## config.mk

```make
export PLATFORM = sky130hd
export DESIGN_NAME = md5_job_sequencer_flat
export DESIGN_NICKNAME = d
export VERILOG_FILES = /design/src/rtl/md5_job_sequencer_if.sv /design/src/rtl/md5_job_sequencer.sv /design/src/flat_wrapper.sv
export SDC_FILE = /design/constraint.sdc
export NUM_CORES = 1
export LEC_CHECK = 0
export BUFFER_PORTS_ARGS = -buffer_cell sky130_fd_sc_hd__buf_4
export CAP_MARGIN = 40
export CORE_MARGIN = 1.5
export CORE_UTILIZATION = 30
export CTS_CLUSTER_DIAMETER = 200
export DETAILED_ROUTE_END_ITERATION = 8
export PLACE_DENSITY = 0.6
export SLEW_MARGIN = 15
export SYNTH_ARGS = -nofsm -noshare
export SYNTH_HDL_FRONTEND = slang
export SYNTH_SLANG_ARGS = --single-unit
```

## constraint.sdc

```tcl
create_clock -name clk -period 2.79 [get_ports clk]
set_input_delay 0.1395 -clock clk [delete_from_list [all_inputs] [get_ports clk]]
set_output_delay 0.1395 -clock clk [all_outputs]
set_load 0.02 [all_outputs]
```

## src/rtl/md5_job_sequencer_if.sv

```systemverilog
// Job, byte-stream, matcher, result and char-stream bundle around the
// MD5 job sequencer; slave is the sequencer's view, master its neighbours'.
interface md5_job_sequencer_if;
   logic         job_valid;
   logic         job_ready;
   logic [15:0]  job_num_bytes;
   logic [15:0]  job_str_len;
   logic [127:0] job_target_hash;
   logic [7:0]   in_data;
   logic         in_valid;
   logic         in_ready;
   logic         proc_start;
   logic [15:0]  proc_num_bytes;
   logic [15:0]  proc_str_len;
   logic [127:0] proc_target_hash;
   logic [7:0]   proc_data;
   logic         proc_data_valid;
   logic         proc_match_char_next;
   logic         proc_done;
   logic         proc_match;
   logic [15:0]  proc_byte_pos;
   logic [7:0]   proc_match_char;
   logic         res_valid;
   logic         res_ready;
   logic         res_match;
   logic         res_timeout;
   logic         res_error;
   logic [15:0]  res_byte_pos;
   logic [7:0]   char_data;
   logic         char_valid;
   logic         char_ready;
   logic         char_last;

   modport slave (
      input  job_valid, job_num_bytes, job_str_len, job_target_hash,
      input  in_data, in_valid,
      input  proc_done, proc_match, proc_byte_pos, proc_match_char,
      input  res_ready, char_ready,
      output job_ready, in_ready,
      output proc_start, proc_num_bytes, proc_str_len, proc_target_hash,
      output proc_data, proc_data_valid, proc_match_char_next,
      output res_valid, res_match, res_timeout, res_error, res_byte_pos,
      output char_data, char_valid, char_last
   );

   modport master (
      output job_valid, job_num_bytes, job_str_len, job_target_hash,
      output in_data, in_valid,
      output proc_done, proc_match, proc_byte_pos, proc_match_char,
      output res_ready, char_ready,
      input  job_ready, in_ready,
      input  proc_start, proc_num_bytes, proc_str_len, proc_target_hash,
      input  proc_data, proc_data_valid, proc_match_char_next,
      input  res_valid, res_match, res_timeout, res_error, res_byte_pos,
      input  char_data, char_valid, char_last
   );
endinterface

```

## src/rtl/md5_job_sequencer.sv

```systemverilog
// Runs one hash-search job through the matcher: start, feed bytes,
// wait for done with timeout, report the result, stream the matched string.
module md5_job_sequencer #(
   parameter int MAX_STR_BYTES  = 55,
   parameter int TIMEOUT_CYCLES = 4096
) (
   input logic                clk,
   input logic                reset,
   md5_job_sequencer_if.slave bus
);
   localparam int TW = $clog2(TIMEOUT_CYCLES) + 1;
   localparam logic [15:0]   MAX_BITS  = 16'(MAX_STR_BYTES * 8);
   localparam logic [TW-1:0] WAIT_LAST = TW'(TIMEOUT_CYCLES - 1);

   typedef enum logic [2:0] {
      S_IDLE, S_START, S_GUARD, S_FEED, S_WAIT, S_REPORT, S_CHARS
   } state_t;

   state_t state, state_nxt;

   logic [15:0]   num_bytes_q;
   logic [15:0]   str_len_q;
   logic [127:0]  hash_q;
   logic [15:0]   byte_cnt;
   logic [TW-1:0] wait_cnt;
   logic [12:0]   char_cnt;
   logic          match_q;
   logic          timeout_q;
   logic          error_q;
   logic [15:0]   pos_q;
   logic          gap_q;

   logic in_rdy;
   logic char_vld;
   logic in_hs;
   logic char_hs;
   logic bad_len;
   logic last_byte;
   logic last_char;
   logic wait_expired;

   assign in_rdy       = (state == S_FEED);
   assign char_vld     = (state == S_CHARS) && !gap_q;
   assign in_hs        = bus.in_valid & in_rdy;
   assign char_hs      = char_vld & bus.char_ready;
   assign bad_len      = (bus.job_str_len == 16'd0) ||
                         (bus.job_str_len[2:0] != 3'd0) ||
                         (bus.job_str_len > MAX_BITS);
   assign last_byte    = (byte_cnt == num_bytes_q - 16'd1);
   assign last_char    = (char_cnt == str_len_q[15:3] - 13'd1);
   assign wait_expired = (wait_cnt == WAIT_LAST);

   always_ff @(posedge clk) begin
      if (reset) state <= S_IDLE;
      else       state <= state_nxt;
   end

   // proc_done is a level left over from the previous job, so it is
   // only honoured once WAIT is reached.
   always_comb begin
      state_nxt = state;
      unique case (state)
         S_IDLE:   if (bus.job_valid)
                      state_nxt = bad_len ? S_REPORT : S_START;
         S_START:  state_nxt = S_GUARD;
         S_GUARD:  state_nxt = (num_bytes_q == 16'd0) ? S_WAIT : S_FEED;
         S_FEED:   if (in_hs && last_byte) state_nxt = S_WAIT;
         S_WAIT:   if (bus.proc_done || wait_expired) state_nxt = S_REPORT;
         S_REPORT: if (bus.res_ready)
                      state_nxt = match_q ? S_CHARS : S_IDLE;
         S_CHARS:  if (char_hs && last_char) state_nxt = S_IDLE;
         default:  state_nxt = S_IDLE;
      endcase
   end

   always_ff @(posedge clk) begin
      if (reset) begin
         num_bytes_q <= '0;
         str_len_q   <= '0;
         hash_q      <= '0;
         byte_cnt    <= '0;
         wait_cnt    <= '0;
         char_cnt    <= '0;
         match_q     <= 1'b0;
         timeout_q   <= 1'b0;
         error_q     <= 1'b0;
         pos_q       <= '0;
         gap_q       <= 1'b0;
      end else begin
         if (state == S_IDLE && bus.job_valid) begin
            num_bytes_q <= bus.job_num_bytes;
            str_len_q   <= bus.job_str_len;
            hash_q      <= bus.job_target_hash;
            match_q     <= 1'b0;
            timeout_q   <= 1'b0;
            error_q     <= bad_len;
            pos_q       <= '0;
         end
         if (state == S_WAIT) begin
            if (bus.proc_done) begin
               match_q <= bus.proc_match;
               pos_q   <= bus.proc_match ? bus.proc_byte_pos : 16'd0;
            end else if (wait_expired) begin
               timeout_q <= 1'b1;
            end
         end
         byte_cnt <= in_rdy ? byte_cnt + {15'd0, in_hs} : 16'd0;
         wait_cnt <= (state == S_WAIT) ? wait_cnt + TW'(1) : '0;
         char_cnt <= (state == S_CHARS) ? char_cnt + {12'd0, char_hs}
                                        : 13'd0;
         gap_q    <= char_hs;
      end
   end

   assign bus.proc_num_bytes   = num_bytes_q;
   assign bus.proc_str_len     = str_len_q;
   assign bus.proc_target_hash = hash_q;
   assign bus.proc_data        = bus.in_data;

   always_comb begin
      bus.job_ready            = 1'b0;
      bus.proc_start           = 1'b0;
      bus.in_ready             = 1'b0;
      bus.proc_data_valid      = 1'b0;
      bus.res_valid            = 1'b0;
      bus.res_match            = 1'b0;
      bus.res_timeout          = 1'b0;
      bus.res_error            = 1'b0;
      bus.res_byte_pos         = 16'd0;
      bus.char_valid           = 1'b0;
      bus.char_data            = 8'd0;
      bus.char_last            = 1'b0;
      bus.proc_match_char_next = 1'b0;
      unique case (state)
         S_IDLE:  bus.job_ready = 1'b1;
         S_START: bus.proc_start = 1'b1;
         S_FEED: begin
            bus.in_ready        = 1'b1;
            bus.proc_data_valid = bus.in_valid;
         end
         S_REPORT: begin
            bus.res_valid    = 1'b1;
            bus.res_match    = match_q;
            bus.res_timeout  = timeout_q;
            bus.res_error    = error_q;
            bus.res_byte_pos = pos_q;
         end
         S_CHARS: begin
            bus.char_valid           = char_vld;
            bus.char_data            = bus.proc_match_char;
            bus.char_last            = char_vld & last_char;
            bus.proc_match_char_next = char_hs;
         end
         default: ;
      endcase
   end
endmodule

```

## src/flat_wrapper.sv

```systemverilog
// flat-port wrapper written by rule: the top's interface ports become plain ports
module md5_job_sequencer_flat 
#(
   parameter int MAX_STR_BYTES  = 55,
   parameter int TIMEOUT_CYCLES = 4096
)
  (clk, reset, bus_job_valid, bus_job_num_bytes, bus_job_str_len, bus_job_target_hash, bus_in_data, bus_in_valid, bus_proc_done, bus_proc_match, bus_proc_byte_pos, bus_proc_match_char, bus_res_ready, bus_char_ready, bus_job_ready, bus_in_ready, bus_proc_start, bus_proc_num_bytes, bus_proc_str_len, bus_proc_target_hash, bus_proc_data, bus_proc_data_valid, bus_proc_match_char_next, bus_res_valid, bus_res_match, bus_res_timeout, bus_res_error, bus_res_byte_pos, bus_char_data, bus_char_valid, bus_char_last);
  md5_job_sequencer_if bus_i ();
  input logic clk;
  input logic reset;
  input wire logic [$bits(bus_i.job_valid)-1:0] bus_job_valid;
  input wire logic [$bits(bus_i.job_num_bytes)-1:0] bus_job_num_bytes;
  input wire logic [$bits(bus_i.job_str_len)-1:0] bus_job_str_len;
  input wire logic [$bits(bus_i.job_target_hash)-1:0] bus_job_target_hash;
  input wire logic [$bits(bus_i.in_data)-1:0] bus_in_data;
  input wire logic [$bits(bus_i.in_valid)-1:0] bus_in_valid;
  input wire logic [$bits(bus_i.proc_done)-1:0] bus_proc_done;
  input wire logic [$bits(bus_i.proc_match)-1:0] bus_proc_match;
  input wire logic [$bits(bus_i.proc_byte_pos)-1:0] bus_proc_byte_pos;
  input wire logic [$bits(bus_i.proc_match_char)-1:0] bus_proc_match_char;
  input wire logic [$bits(bus_i.res_ready)-1:0] bus_res_ready;
  input wire logic [$bits(bus_i.char_ready)-1:0] bus_char_ready;
  output wire logic [$bits(bus_i.job_ready)-1:0] bus_job_ready;
  output wire logic [$bits(bus_i.in_ready)-1:0] bus_in_ready;
  output wire logic [$bits(bus_i.proc_start)-1:0] bus_proc_start;
  output wire logic [$bits(bus_i.proc_num_bytes)-1:0] bus_proc_num_bytes;
  output wire logic [$bits(bus_i.proc_str_len)-1:0] bus_proc_str_len;
  output wire logic [$bits(bus_i.proc_target_hash)-1:0] bus_proc_target_hash;
  output wire logic [$bits(bus_i.proc_data)-1:0] bus_proc_data;
  output wire logic [$bits(bus_i.proc_data_valid)-1:0] bus_proc_data_valid;
  output wire logic [$bits(bus_i.proc_match_char_next)-1:0] bus_proc_match_char_next;
  output wire logic [$bits(bus_i.res_valid)-1:0] bus_res_valid;
  output wire logic [$bits(bus_i.res_match)-1:0] bus_res_match;
  output wire logic [$bits(bus_i.res_timeout)-1:0] bus_res_timeout;
  output wire logic [$bits(bus_i.res_error)-1:0] bus_res_error;
  output wire logic [$bits(bus_i.res_byte_pos)-1:0] bus_res_byte_pos;
  output wire logic [$bits(bus_i.char_data)-1:0] bus_char_data;
  output wire logic [$bits(bus_i.char_valid)-1:0] bus_char_valid;
  output wire logic [$bits(bus_i.char_last)-1:0] bus_char_last;
  assign bus_i.job_valid = bus_job_valid;
  assign bus_i.job_num_bytes = bus_job_num_bytes;
  assign bus_i.job_str_len = bus_job_str_len;
  assign bus_i.job_target_hash = bus_job_target_hash;
  assign bus_i.in_data = bus_in_data;
  assign bus_i.in_valid = bus_in_valid;
  assign bus_i.proc_done = bus_proc_done;
  assign bus_i.proc_match = bus_proc_match;
  assign bus_i.proc_byte_pos = bus_proc_byte_pos;
  assign bus_i.proc_match_char = bus_proc_match_char;
  assign bus_i.res_ready = bus_res_ready;
  assign bus_i.char_ready = bus_char_ready;
  assign bus_job_ready = bus_i.job_ready;
  assign bus_in_ready = bus_i.in_ready;
  assign bus_proc_start = bus_i.proc_start;
  assign bus_proc_num_bytes = bus_i.proc_num_bytes;
  assign bus_proc_str_len = bus_i.proc_str_len;
  assign bus_proc_target_hash = bus_i.proc_target_hash;
  assign bus_proc_data = bus_i.proc_data;
  assign bus_proc_data_valid = bus_i.proc_data_valid;
  assign bus_proc_match_char_next = bus_i.proc_match_char_next;
  assign bus_res_valid = bus_i.res_valid;
  assign bus_res_match = bus_i.res_match;
  assign bus_res_timeout = bus_i.res_timeout;
  assign bus_res_error = bus_i.res_error;
  assign bus_res_byte_pos = bus_i.res_byte_pos;
  assign bus_char_data = bus_i.char_data;
  assign bus_char_valid = bus_i.char_valid;
  assign bus_char_last = bus_i.char_last;
  md5_job_sequencer #(.MAX_STR_BYTES(MAX_STR_BYTES), .TIMEOUT_CYCLES(TIMEOUT_CYCLES)) u_core (.clk(clk), .reset(reset), .bus(bus_i));
endmodule
```

==> results_dict.tcl <==
set metrics [dict create \
    status "complete, but fails checks" \
    failed_checks "setup timing" \
    cts.root.buffer_cell "sky130_fd_sc_hd__clkbuf_16" \
    cts.path.max_buffers 3 \
    finalHoldViolations 0 \
    rr_endpoint "u_core.state[1]" \
    vias 10200 \
    crit_type "flop to primary output" \
    die_width_um 180 \
    vias_per_cell 4.75 \
    first_global_vias 10300 \
    route.detailed.drc 0 \
    globalplace.congestion 0.860 \
    syn-mean-instance-area_um2 7.87 \
    timing.critical_path.from_type "flop" \
    insertion_delay_ns 0.53 \
    finalClockSkew_ns 0.00813 \
    antenna_violating_nets_post_route 0 \
    max_cap_viol_count 0 \
    io_pins 403 \
    level_count_of_the_clock_h_tree 1 \
    grt_setup_unrepaired "true" \
    clk_pin_slew_worst_paths_ns 0.06 \
    largest_net_degree_at_the_start_of_global_routing 121 \
    synth_cell_types 50 \
    holdWs_ns 0.194 \
    cts_tree "done" \
    synth_edf_count 0 \
    worstPathRequired_ns 2.65 \
    timing.critical_path.to "bus_char_last" \
    initial_utilization_pct 30.5 \
    setup-tns-final_ns -0.0893 \
    dominantRegCellSynth "sky130_fd_sc_hd__dfxtp_1" \
    layout_worst_path_cycle_share_pct 103 \
    syn-cell-area_um2 9360 \
    rows 64 \
    areaGrowthSynthToFinish_pct 66.6 \
    fin_nets 1948 \
    die_area_um2 32300 \
    first_iter_violations 471 \
    power.density_cell_area_nw_per_um2 789 \
    syn_inst 1189 \
    layout.core_utilization_pct 50.8 \
    cts.sink_count 225 \
    global_route_wire_length_before_repair_um 52900 \
    worst_ir_drop_vdd_mv 0.481 \
    fmax_mhz 347 \
    place.port_buffers 386 \
    data_arrival_at_the_endpoint_of_the_critical_path_ns 2.74 \
    tritoncts.num_buffers 26 \
    worstSetupStartpoint "u_core.bus.proc_str_len[3]" \
    leakagePower_uw 0.00668 \
    first_pass_iters 7 \
    grt_util_all_layers_pct 19.6 \
    final.setup.worst_slack_ns -0.0893 \
    setup-violations-final 1 \
    ys_seq_area_share_pct 48.1 \
    worstMarginPinSlew_ns 0.641 \
    grt_remaining_overflow 0 \
    n_antenna_cell 0 \
    hpwl_um 21800 \
    placeableCoreArea_um2 30700 \
    finalWorstPathRequiredPeriod_ns 2.88 \
    synth-warning-count 0 \
    totalWireLength_um 32800 \
    maxSlewHeadroom_pct 57.3 \
    place_worst_setup_slack_ns 0.0476 \
    die_height_um 180 \
    number_of_cells_on_the_worst_reg_to_reg_path 9 \
    worstReg2RegStart "u_core.bus.proc_str_len[3]" \
    async_flop_share_pct 0 \
    reg2reg_slack_ns 0.11 \
    tightest_hold_check_type "input port to flop" \
    synth-seq-cells 225 \
    report.final.slew_viol_count 0 \
    avgRoutedWirePerCell_um 15.2 \
    grt_antenna_before_repair 0 \
    critical_path.endpoint_type "primary output" \
    syn-num-nets 1396 \
    final_layout_size_suffix_gt1_share_pct 27.7 \
    worstPathMaxFanout 4 \
]
## Yosys cell counts, types with 3 or more instances
cell type | count | share of area [%]
sky130_fd_sc_hd__a211oi_1 | 5 | 0.40
sky130_fd_sc_hd__a21oi_1 | 177 | 9.5
sky130_fd_sc_hd__a22oi_1 | 17 | 1.4
sky130_fd_sc_hd__a31oi_1 | 7 | 0.47
sky130_fd_sc_hd__and2_1 | 12 | 0.80
sky130_fd_sc_hd__and3_1 | 27 | 1.8
sky130_fd_sc_hd__and4_1 | 3 | 0.28
sky130_fd_sc_hd__buf_4 | 8 | 0.64
sky130_fd_sc_hd__clkbuf_1 | 74 | 3.0
sky130_fd_sc_hd__dfxtp_1 | 225 | 48
sky130_fd_sc_hd__ha_1 | 7 | 0.94
sky130_fd_sc_hd__inv_1 | 16 | 0.64
sky130_fd_sc_hd__nand2_1 | 344 | 14
sky130_fd_sc_hd__nand2b_1 | 7 | 0.47
sky130_fd_sc_hd__nand3_1 | 18 | 0.96
sky130_fd_sc_hd__nand4_1 | 12 | 0.80
sky130_fd_sc_hd__nor2_1 | 86 | 3.5
sky130_fd_sc_hd__nor2b_1 | 6 | 0.40
sky130_fd_sc_hd__nor3_1 | 11 | 0.59
sky130_fd_sc_hd__nor4_1 | 9 | 0.60
sky130_fd_sc_hd__o21ai_0 | 7 | 0.37
sky130_fd_sc_hd__or2_2 | 3 | 0.20
sky130_fd_sc_hd__or3_1 | 7 | 0.47
sky130_fd_sc_hd__xnor2_1 | 31 | 2.9
sky130_fd_sc_hd__xor2_1 | 34 | 3.2
## critical path, cell delays in order (launching register included)
cell	delay (ns)
sky130_fd_sc_hd__dfxtp_4	0.35
sky130_fd_sc_hd__or4_4	0.57
sky130_fd_sc_hd__nor4_4	0.27
sky130_fd_sc_hd__mux2_4	0.33
sky130_fd_sc_hd__mux2i_2	0.17
sky130_fd_sc_hd__a21oi_2	0.11
sky130_fd_sc_hd__nor4_4	0.21
sky130_fd_sc_hd__buf_4	0.18
## sequential cells by signal (all words and copies together) (netlist names)
name / count
u_core.state: 3
u_core.byte_cnt: 16
u_core.error_q: 1
u_core.bus.proc_num_bytes: 16
u_core.char_cnt: 13
u_core.timeout_q: 1
u_core.match_q: 1
u_core.bus.proc_str_len: 16
u_core.wait_cnt: 13
u_core.gap_q: 1
u_core.bus.proc_target_hash: 128
u_core.pos_q: 16
## logic make-up (layout without fill, tap and decap cells)
kind of cell,after synthesis,in the layout,synth area share (%)
compound gates,230,230,13.8
xor+xnor,65,65,6.08
fa+ha+maj,7,7,0.936
buf+inv,100,672,4.33
flops,225,225,48.1
mux,4,4,0.455
simple gates,558,558,26.2
## power by group
part | internal [µW] | switching (µW)
sequential | 3710 | 363
combinational | 2040 | 2650
clock | 2170 | 1360
## metal layers
layer | share of wire, % | global-route usage (%) | vias to the layer above
met5 | 0 | 0 | -
met4 | 3.2 | 7.03 | 0
met3 | 6.0 | 4.21 | 72
met2 | 51 | 35.2 | 326
met1 | 40 | 22.7 | 4807
li1 | - | - | 5040
## layout make-up
| type | count | area (µm²) |
|---|---|---|
| sequential | 225 | 4510 |
| multi-input combinational | 864 | 4530 |
| timing repair buffer | 608 | 5090 |
| clock buffer | 38 | 767 |
| clock inverter | 10 | 128 |
| fill | 2774 | 15100 |
| inverter | 16 | 60.1 |
| tap | 396 | 495 |
## cell usage in the layout, fill, tap and decap left out, types with 4 or more instances in the layout
| cell | instances |
|---|---|
| sky130_fd_sc_hd__dlygate4sd3_1 | 190 |
| sky130_fd_sc_hd__clkbuf_8 | 5 |
| sky130_fd_sc_hd__nor3_1 | 11 |
| sky130_fd_sc_hd__and2_1 | 11 |
| sky130_fd_sc_hd__a21oi_1 | 176 |
| sky130_fd_sc_hd__clkbuf_1 | 6 |
| sky130_fd_sc_hd__nand3_1 | 18 |
| sky130_fd_sc_hd__xnor2_1 | 31 |
| sky130_fd_sc_hd__o21ai_0 | 7 |
| sky130_fd_sc_hd__nor2b_1 | 5 |
| sky130_fd_sc_hd__xor2_1 | 34 |
| sky130_fd_sc_hd__nand2_1 | 343 |
| sky130_fd_sc_hd__inv_1 | 14 |
| sky130_fd_sc_hd__buf_12 | 4 |
| sky130_fd_sc_hd__and3_1 | 27 |
| sky130_fd_sc_hd__nand4_1 | 12 |
| sky130_fd_sc_hd__nand2b_1 | 7 |
| sky130_fd_sc_hd__a211oi_1 | 5 |
| sky130_fd_sc_hd__dfxtp_1 | 222 |
| sky130_fd_sc_hd__a22oi_1 | 17 |
| sky130_fd_sc_hd__ha_1 | 6 |
| sky130_fd_sc_hd__clkbuf_16 | 27 |
| sky130_fd_sc_hd__buf_4 | 413 |
| sky130_fd_sc_hd__a31oi_1 | 7 |
| sky130_fd_sc_hd__nor4_1 | 7 |
| sky130_fd_sc_hd__or3_1 | 7 |
| sky130_fd_sc_hd__clkinv_2 | 6 |
| sky130_fd_sc_hd__nor2_1 | 86 |
## how the worst min path moves through the flow
stage	cells after the start	start	to
floorplan	2	bus_job_str_len[0]	u_core.bus.proc_str_len[0]
global placement	0	bus_in_data[0]	bus_proc_data[0]
detailed placement	0	bus_in_data[0]	bus_proc_data[0]
CTS	5	bus_in_valid	u_core.byte_cnt[0]
global route	5	bus_in_valid	u_core.byte_cnt[0]
finish	5	bus_in_valid	u_core.byte_cnt[0]
## what timing repair did
action / 4_1_cts / 5_1_grt
resized for setup: 14 / 4
setup buffers: 6 / 1
pin swaps: 7 / 4
endpoints found under the setup margin: 1 / 4
hold buffers: 190 / 0
hold endpoints to repair: 182 / 0
gates cloned: 0 / 0
## per-stage QoR
stage | cell area (µm²) | power (µW) | std cells
after floorplan | 9360 | 6640 | 1189
after global routing | 15600 | 13000 | 2157
final | 15600 | 12300 | 2157
after CTS | 15600 | 12400 | 2156
after detailed placement | 12700 | 8410 | 1912
after global placement | 12700 | 8360 | 1912
No activity file was read; power rests on OpenSTA's default activity.
